## config.mk

```make
export PLATFORM = sky130hd
export DESIGN_NAME = imem_loader_flat
export DESIGN_NICKNAME = d
export VERILOG_FILES = /design/src/rtl/imem_loader_if.sv /design/src/rtl/imem_loader.sv /design/src/flat_wrapper.sv
export SDC_FILE = /design/constraint.sdc
export NUM_CORES = 1
export LEC_CHECK = 0
export CORE_AREA = 3 3 81 83
export CTS_CLUSTER_DIAMETER = 60
export DETAILED_ROUTE_END_ITERATION = 10
export DIE_AREA = 0 0 84 86
export PLACE_DENSITY = 0.7
export SKIP_CTS_REPAIR_TIMING = 1
export SLEW_MARGIN = 40
export SYNTH_ARGS = -nofsm -noshare
export SYNTH_HDL_FRONTEND = slang
export SYNTH_SLANG_ARGS = --single-unit
```

## constraint.sdc

```tcl
create_clock -name clk -period 2.3 [get_ports clk]
set_clock_uncertainty 0.2 [all_clocks]
set_input_delay 0.345 -clock clk [delete_from_list [all_inputs] [get_ports clk]]
set_output_delay 0.345 -clock clk [all_outputs]
set_load 0.005 [all_outputs]
```

## src/rtl/imem_loader_if.sv

```systemverilog
// Byte-stream input, instruction-memory write port and status signals of the instruction-memory loader.
// The master drives the stream and start; the slave is the loader.
interface imem_loader_if #(
    parameter int unsigned WordSize  = 16,
    parameter int unsigned AddrWidth = 8
);
    logic                 start;
    logic                 in_valid;
    logic [7:0]           in_data;
    logic                 in_ready;
    logic                 mem_we;
    logic [AddrWidth-1:0] mem_addr;
    logic [WordSize-1:0]  mem_wdata;
    logic                 cpu_hold;
    logic                 done;
    logic                 error;

    modport master (
        output start, in_valid, in_data,
        input  in_ready, mem_we, mem_addr, mem_wdata, cpu_hold, done, error
    );

    modport slave (
        input  start, in_valid, in_data,
        output in_ready, mem_we, mem_addr, mem_wdata, cpu_hold, done, error
    );
endinterface

```

## src/rtl/imem_loader.sv

```systemverilog
// Loads instruction memory from a byte stream: a 16-bit big-endian word count,
// then each word MSB-first, with the CPU held until the load finishes.
module imem_loader #(
    parameter int unsigned WordSize  = 16,
    parameter int unsigned AddrWidth = 8
) (
    input  logic          clk,
    input  logic          reset,
    imem_loader_if.slave  bus
);
    localparam int unsigned BytesPerWord = WordSize / 8;
    localparam int unsigned CntWidth     = $clog2(BytesPerWord + 1);
    localparam int unsigned LenWidth     = 16;

    typedef enum logic [2:0] {IDLE, LEN_HI, LEN_LO, BYTE, WRITE, DONE} state_t;

    state_t               state;
    state_t               state_next;
    logic [7:0]           len_hi;
    logic [LenWidth-1:0]  remaining;
    logic [CntWidth-1:0]  byte_cnt;
    logic [WordSize-1:0]  word;
    logic [AddrWidth-1:0] addr;
    logic                 in_ready;
    logic                 mem_we;
    logic                 cpu_hold;
    logic                 done;
    logic                 error;

    logic                 accept;
    logic [LenWidth-1:0]  len_full;
    logic                 len_bad;
    logic                 word_end;

    // Length of zero, or one larger than memory, aborts the load without writes.
    assign accept   = bus.in_valid && in_ready;
    assign len_full = {len_hi, bus.in_data};
    assign len_bad  = (len_full == '0) || (32'(len_full) > (32'd1 << AddrWidth));
    assign word_end = (byte_cnt == CntWidth'(BytesPerWord - 1));

    // State register.
    always_ff @(posedge clk) begin
        if (reset) state <= IDLE;
        else       state <= state_next;
    end

    // Next-state logic.
    always_comb begin
        state_next = state;
        case (state)
            IDLE:    if (bus.start) state_next = LEN_HI;
            LEN_HI:  if (accept) state_next = LEN_LO;
            LEN_LO:  if (accept) state_next = len_bad ? DONE : BYTE;
            BYTE:    if (accept && word_end) state_next = WRITE;
            WRITE:   state_next = (remaining == LenWidth'(1)) ? DONE : BYTE;
            DONE:    state_next = IDLE;
            default: state_next = IDLE;
        endcase
    end

    // Datapath and registered outputs, decoded from the state being entered.
    always_ff @(posedge clk) begin
        if (reset) begin
            len_hi    <= '0;
            remaining <= '0;
            byte_cnt  <= '0;
            word      <= '0;
            addr      <= '0;
            in_ready  <= 1'b0;
            mem_we    <= 1'b0;
            cpu_hold  <= 1'b0;
            done      <= 1'b0;
            error     <= 1'b0;
        end else begin
            case (state)
                IDLE: if (bus.start) begin
                    addr  <= '0;
                    error <= 1'b0;
                end
                LEN_HI: if (accept) len_hi <= bus.in_data;
                LEN_LO: if (accept) begin
                    remaining <= len_full;
                    byte_cnt  <= '0;
                    if (len_bad) error <= 1'b1;
                end
                BYTE: if (accept) begin
                    word     <= WordSize'({word, bus.in_data});
                    byte_cnt <= byte_cnt + CntWidth'(1);
                end
                WRITE: begin
                    addr      <= addr + AddrWidth'(1);
                    remaining <= remaining - LenWidth'(1);
                    byte_cnt  <= '0;
                end
                default: ;
            endcase
            in_ready <= (state_next == LEN_HI) || (state_next == LEN_LO) || (state_next == BYTE);
            mem_we   <= (state_next == WRITE);
            cpu_hold <= (state_next != IDLE);
            done     <= (state_next == DONE);
        end
    end

    assign bus.in_ready  = in_ready;
    assign bus.mem_we    = mem_we;
    assign bus.mem_addr  = addr;
    assign bus.mem_wdata = word;
    assign bus.cpu_hold  = cpu_hold;
    assign bus.done      = done;
    assign bus.error     = error;
endmodule

```

## src/flat_wrapper.sv

```systemverilog
// flat-port wrapper written by rule: the top's interface ports become plain ports
module imem_loader_flat 
#(
    parameter int unsigned WordSize  = 16,
    parameter int unsigned AddrWidth = 8
)
  (clk, reset, bus_start, bus_in_valid, bus_in_data, bus_in_ready, bus_mem_we, bus_mem_addr, bus_mem_wdata, bus_cpu_hold, bus_done, bus_error);
  imem_loader_if #(.WordSize(WordSize), .AddrWidth(AddrWidth)) bus_i ();
  input  logic clk;
  input  logic reset;
  input wire logic [$bits(bus_i.start)-1:0] bus_start;
  input wire logic [$bits(bus_i.in_valid)-1:0] bus_in_valid;
  input wire logic [$bits(bus_i.in_data)-1:0] bus_in_data;
  output wire logic [$bits(bus_i.in_ready)-1:0] bus_in_ready;
  output wire logic [$bits(bus_i.mem_we)-1:0] bus_mem_we;
  output wire logic [$bits(bus_i.mem_addr)-1:0] bus_mem_addr;
  output wire logic [$bits(bus_i.mem_wdata)-1:0] bus_mem_wdata;
  output wire logic [$bits(bus_i.cpu_hold)-1:0] bus_cpu_hold;
  output wire logic [$bits(bus_i.done)-1:0] bus_done;
  output wire logic [$bits(bus_i.error)-1:0] bus_error;
  assign bus_i.start = bus_start;
  assign bus_i.in_valid = bus_in_valid;
  assign bus_i.in_data = bus_in_data;
  assign bus_in_ready = bus_i.in_ready;
  assign bus_mem_we = bus_i.mem_we;
  assign bus_mem_addr = bus_i.mem_addr;
  assign bus_mem_wdata = bus_i.mem_wdata;
  assign bus_cpu_hold = bus_i.cpu_hold;
  assign bus_done = bus_i.done;
  assign bus_error = bus_i.error;
  imem_loader #(.WordSize(WordSize), .AddrWidth(AddrWidth)) u_core (.clk(clk), .reset(reset), .bus(bus_i));
endmodule
```

# == Word-level counts from Yosys, hierarchy flattened ==
# Cells that the tools add are included.
# W data, S select, Z words.
# word_totals
elab_cells,66
register_bits,58
output_inout_bits,29
in_bits,12
# op_classes
n_lt_le_gt_ge,1
n_eq_ne,15
n_reduce_logical,18
n_mux,18
n_addsub,3
# ops
op,n
$pmux W16 S2,1
$mux W3,6
$eq A16 B1 Y1 const B,1
$gt A16 B9 Y1 const B,1
$logic_not A16 Y1,1
$mux W16,1
$pmux W8 S2,1
$sub A16 B1 Y16 const B,1
$pmux W3 S5,1
$eq A3 B2 Y1 const B,4
$eq A3 B3 Y1 const B,3
$add A8 B1 Y8 const B,1
$mux W8,1
$reduce_and A2 Y1,4
$eq A3 B1 Y1 const B,2
$ne A2 B1 Y1 const B,3
$pmux W2 S3,1
$reduce_bool A2 Y1,3
$reduce_bool A3 Y1,2
$mux W2,2
$reduce_and A4 Y1,1
$logic_not A3 Y1,1
$logic_or A1 B1 Y1,3
$mux W1,3
other kinds (6),7

# == Longest topological paths before layout ==
# Gate-level depths: netlist (run 1).
# depth
depth_word,8
ltp_mapped,8
ltp_nobuf,7

# == Worst setup path before layout (run 1) ==
# No wires, ideal clock.
# synth_timing
kind,input port to flip-flop
from,in bus_in_data[6]
to,"reg u_core.in_ready, in the netlist u_core.bus.in_ready"
setup_ps,73
t_required_ps,2027
path_slack_ps,176
path_stages,5
t_arrival_ps,1852
path_buffers,0
path_cell_list,or4_1 -> o21ai_1 -> or3b_1 -> a211oi_2 -> nor3b_2
# synth_via
elab_chain_len,8
word_cells_on_any_way,11
classes_between,1 x order compare; 3 x eq/ne; 3 x mux; 4 x reduce/logical
# synth_lines
item,line,source
from (decl),flat_wrapper.sv:13,input wire logic [$bits(bus_i.in_data)-1:0] bus_in_data;
$gt A16 B9 Y1 / $logic_not A16 Y1 (equally long branches),imem_loader.sv:38,assign len_bad = (len_full == '0) || (32'(len_full) > (32'd1 << AddrWidth));
$logic_or A1 B1 Y1 *,imem_loader.sv:38,
$mux W3 * (2 in series),imem_loader.sv:53,LEN_LO: if (accept) state_next = len_bad ? DONE : BYTE;
$pmux W3 S5 *,imem_loader.sv:50,case (state)
$eq A3 B1 Y1 / $eq A3 B2 Y1 (equally long branches),imem_loader.sv:97,in_ready <= (state_next == LEN_HI) || (state_next == LEN_LO) || (state_next == BYTE);
$logic_or A1 B1 Y1,imem_loader.sv:97,
$logic_or A1 B1 Y1 *,imem_loader.sv:97,
to (signal assigned),imem_loader.sv:97,
to (decl),imem_loader.sv:24,logic in_ready;
# Every way passes the cells marked *; elsewhere a longest branch is shown, timed or not.
# A chain may end at the register's enable or synchronous reset.

# == Worst setup path in the final report (run 1) ==
# layout_timing
from,in bus_in_data[5]
to,"reg u_core.in_ready, in the netlist u_core.bus.in_ready"
# The elaborated chain is that of the path after synthesis.

==> results.json, run 1 <==
{
  "status": "finished clean",
  "stdcell_area_mm2": 0.00356,
  "clockBufferDepth": 2,
  "yosys_warnings": 0,
  "rsz0062_at_grt": "true",
  "min_period_ns": 2.29,
  "min_path_cells": 2,
  "criticalPathCategory": "input pin to flop",
  "synth-main-ff-cell": "dfxtp_1",
  "preCtsSetupSlack_ns": -0.460,
  "synth_seq_cells": 58,
  "clk_latency_ns": 0.33,
  "ys_seq_area_share_pct": 44.0,
  "vias": 2541,
  "reg2reg_from": "u_core.remaining[3]",
  "hold_path.class": "input pin to flop",
  "reg2reg_depth": 6,
  "core.rowCount": 28,
  "worst_ep_required_time_ns": 2.36,
  "worst_setup_path_end_kind": "flop",
  "synth-edff-count": 0,
  "ir_worst_vdd_mv": 0.436,
  "grt_pass1_vias": 2439,
  "r2r-end": "u_core.remaining[13]",
  "setup_viol": 0,
  "htree_levels": 3,
  "crit_fanout": 4,
  "clock.fmax_ghz": 0.438,
  "power_uw": 2240,
  "synth_area_mm2": 0.00264,
  "start_util_pct": 44.6,
  "slew_headroom_pct": 69.6,
  "final_util_pct": 60.2,
  "leakagePower_uw": 0.00130,
  "yosys-top-cells-count": "58 x dfxtp_1, 53 x nand2_1, 39 x a21oi_1, 34 x nor2_1, 13 x clkbuf_1",
  "via_per_inst": 5.52,
  "routedWlPerCell_um": 14.8,
  "drt-initial-drc-count": 149,
  "dp_hpwl_um": 4800,
  "ios": 41,
  "cts-root-buf": "clkbuf_8",
  "yosys-top-cells-area": "dfxtp_1 44%, nand2_1 7.5%, a21oi_1 7.4%, nor2_1 4.8%, mux2i_1 3.4%",
  "grt-ovfl-total": 0,
  "cp.arrival_ns": 2.35,
  "reg2reg_setup_slack_ns": 0.13,
  "synth.most_common_cell": "dfxtp_1",
  "grt_antenna_before_repair": 0,
  "totalWireLength_um": 6800,
  "async_flop_share_pct": 0,
  "cts_sinks": 58,
  "grt_max_degree": 27,
  "coreArea_mm2": 0.00592,
  "drc_errors": 0,
  "layout_setup_ws_ns": 0.0146,
  "syn_area_per_cell_um2": 8.33,
  "numCtsBuffers": 9,
  "tritoncts": "built",
  "syn_inst": 317,
  "die-area_mm2": 0.00722,
  "die_w_um": 84,
  "nNetsFinal": 396,
  "drive_gt1_share_pct": 17.9,
  "holdCritStartpoint": "reset",
  "final_antenna_net_count": 0,
  "syn_to_final_growth_pct": 35.0,
  "drtPass1Iterations": 4,
  "finalCritPeriodShare_pct": 99.4,
  "tightest_slew_ns": 0.453,
  "grt_pass1_wl_um": 11500,
  "netlist.area_leader.share_pct": 44.0,
  "track_usage_pct": 19.4,
  "finalMaxSlewViolations": 0,
  "post_synth_num_cell_types": 53,
  "holdWs_ns": 0.217,
  "postSynthNetCount": 333,
  "gp_congestion": 0.883,
  "hold_viol": 0,
  "clk_pin_slew_ns": 0.07,
  "fillers": 524,
  "hold_end": "u_core.bus.error",
  "placed_cell_area_mm2": 0.00331,
  "powerDensity_mw_per_mm2": 629,
  "die_h_um": 86,
  "io_buffers": 40,
  "synth_area_leader_cell": "dfxtp_1",
  "worstSetupStartpointType": "input pin",
  "n_antenna_cell": 0,
  "cap_violations": 0
}
-- report_power, final --
part,switching (µW),internal [µW],total (µW)
sequential,11.9,1010,1030
combinational,74.5,71.2,146
clock,429,641,1070
total,515,1730,2240
-- cells by family (layout without fill, tap and decap cells) --
| family | after synthesis | count (layout) | synth area share, % |
|---|---|---|---|
| AND/OR/NAND/NOR | 143 | 143 | 27.2 |
| AO/OA/AOI/OAI | 75 | 75 | 17.8 |
| flip-flops | 58 | 58 | 44.0 |
| buffers and inverters | 23 | 91 | 3.74 |
| multiplexers | 12 | 12 | 4.69 |
| adder cells (fa/ha/maj) | 4 | 4 | 1.90 |
| XOR/XNOR | 2 | 2 | 0.664 |
-- routing by layer --
layer	GRT usage (%)	routed length (µm)
met3	2.98	313
met5	0	0
met4	9.80	123
met1	26.0	3240
met2	30.4	3120
-- layout by cell type (no fill, tap or decap), types with 8 or more instances in the layout --
master / synthesis / routed
clkdlybuf4s50_1: 0 / 36
a21oi_1: 39 / 39
clkbuf_8: 0 / 10
nand3_1: 8 / 8
nor3_1: 8 / 8
nor2_1: 34 / 34
dfxtp_1: 58 / 58
mux2i_1: 9 / 9
nand2_1: 53 / 53
buf_4: 0 / 28
-- registers in the layout, summed over array words and instances, names as in the netlist, 2 cells and up --
name                  cells
u_core.state              3
u_core.remaining         16
u_core.len_hi             8
u_core.bus.mem_wdata     16
u_core.bus.mem_addr       8
u_core.byte_cnt           2
-- critical path, stage by stage --
cell	delay [ns]
clkdlybuf4s50_1	0.42
or4_4	0.57
o21ai_2	0.12
or3b_4	0.42
a211oi_4	0.28
nor3b_2	0.19
-- final cells by class --
cell class	instances	area [µm²]	share of cell area, %
Clock buffer	10	138	3.86
Sequential cell	58	1160	32.6
Inverter	5	18.8	0.527
Timing Repair Buffer	70	653	18.3
Clock inverter	6	88.8	2.49
Multi-Input combinational cell	236	1410	39.6
Tap cell	75	93.8	2.63
-- per-stage QoR --
step	TNS, ns	cells
6_report	0	460
5_1_grt	-0.0480	460
4_1_cts	-0.164	460
3_5_place_dp	-2.13	444
3_3_place_gp	-1.85	444
2_1_floorplan	0	317
-- worst max-delay path by stage --
stage	start	to	cells past startpoint
6_report	bus_in_data[5]	u_core.bus.in_ready	6
5_1_grt	bus_in_data[5]	u_core.bus.in_ready	6
4_1_cts	bus_in_data[7]	u_core.bus.in_ready	6
3_5_place_dp	bus_in_data[7]	u_core.bus.in_ready	6
3_3_place_gp	bus_in_data[7]	u_core.bus.in_ready	6
2_1_floorplan	bus_in_data[6]	u_core.bus.in_ready	5
No activity file was read; power rests on OpenSTA's default activity.
==> run 2: changes to the inputs <==
Settings changed: CAP_MARGIN from default to 20, CTS_CLUSTER_DIAMETER 60 to default.
==> results of run 2 <==
Final layout, timing and power as in run 1 (identical DEF).
==> run 3: changes to the inputs <==
Settings changed: GPL_ROUTABILITY_DRIVEN from default to 0.
==> results of run 3 <==
Final layout, timing and power as in run 1 (identical DEF).
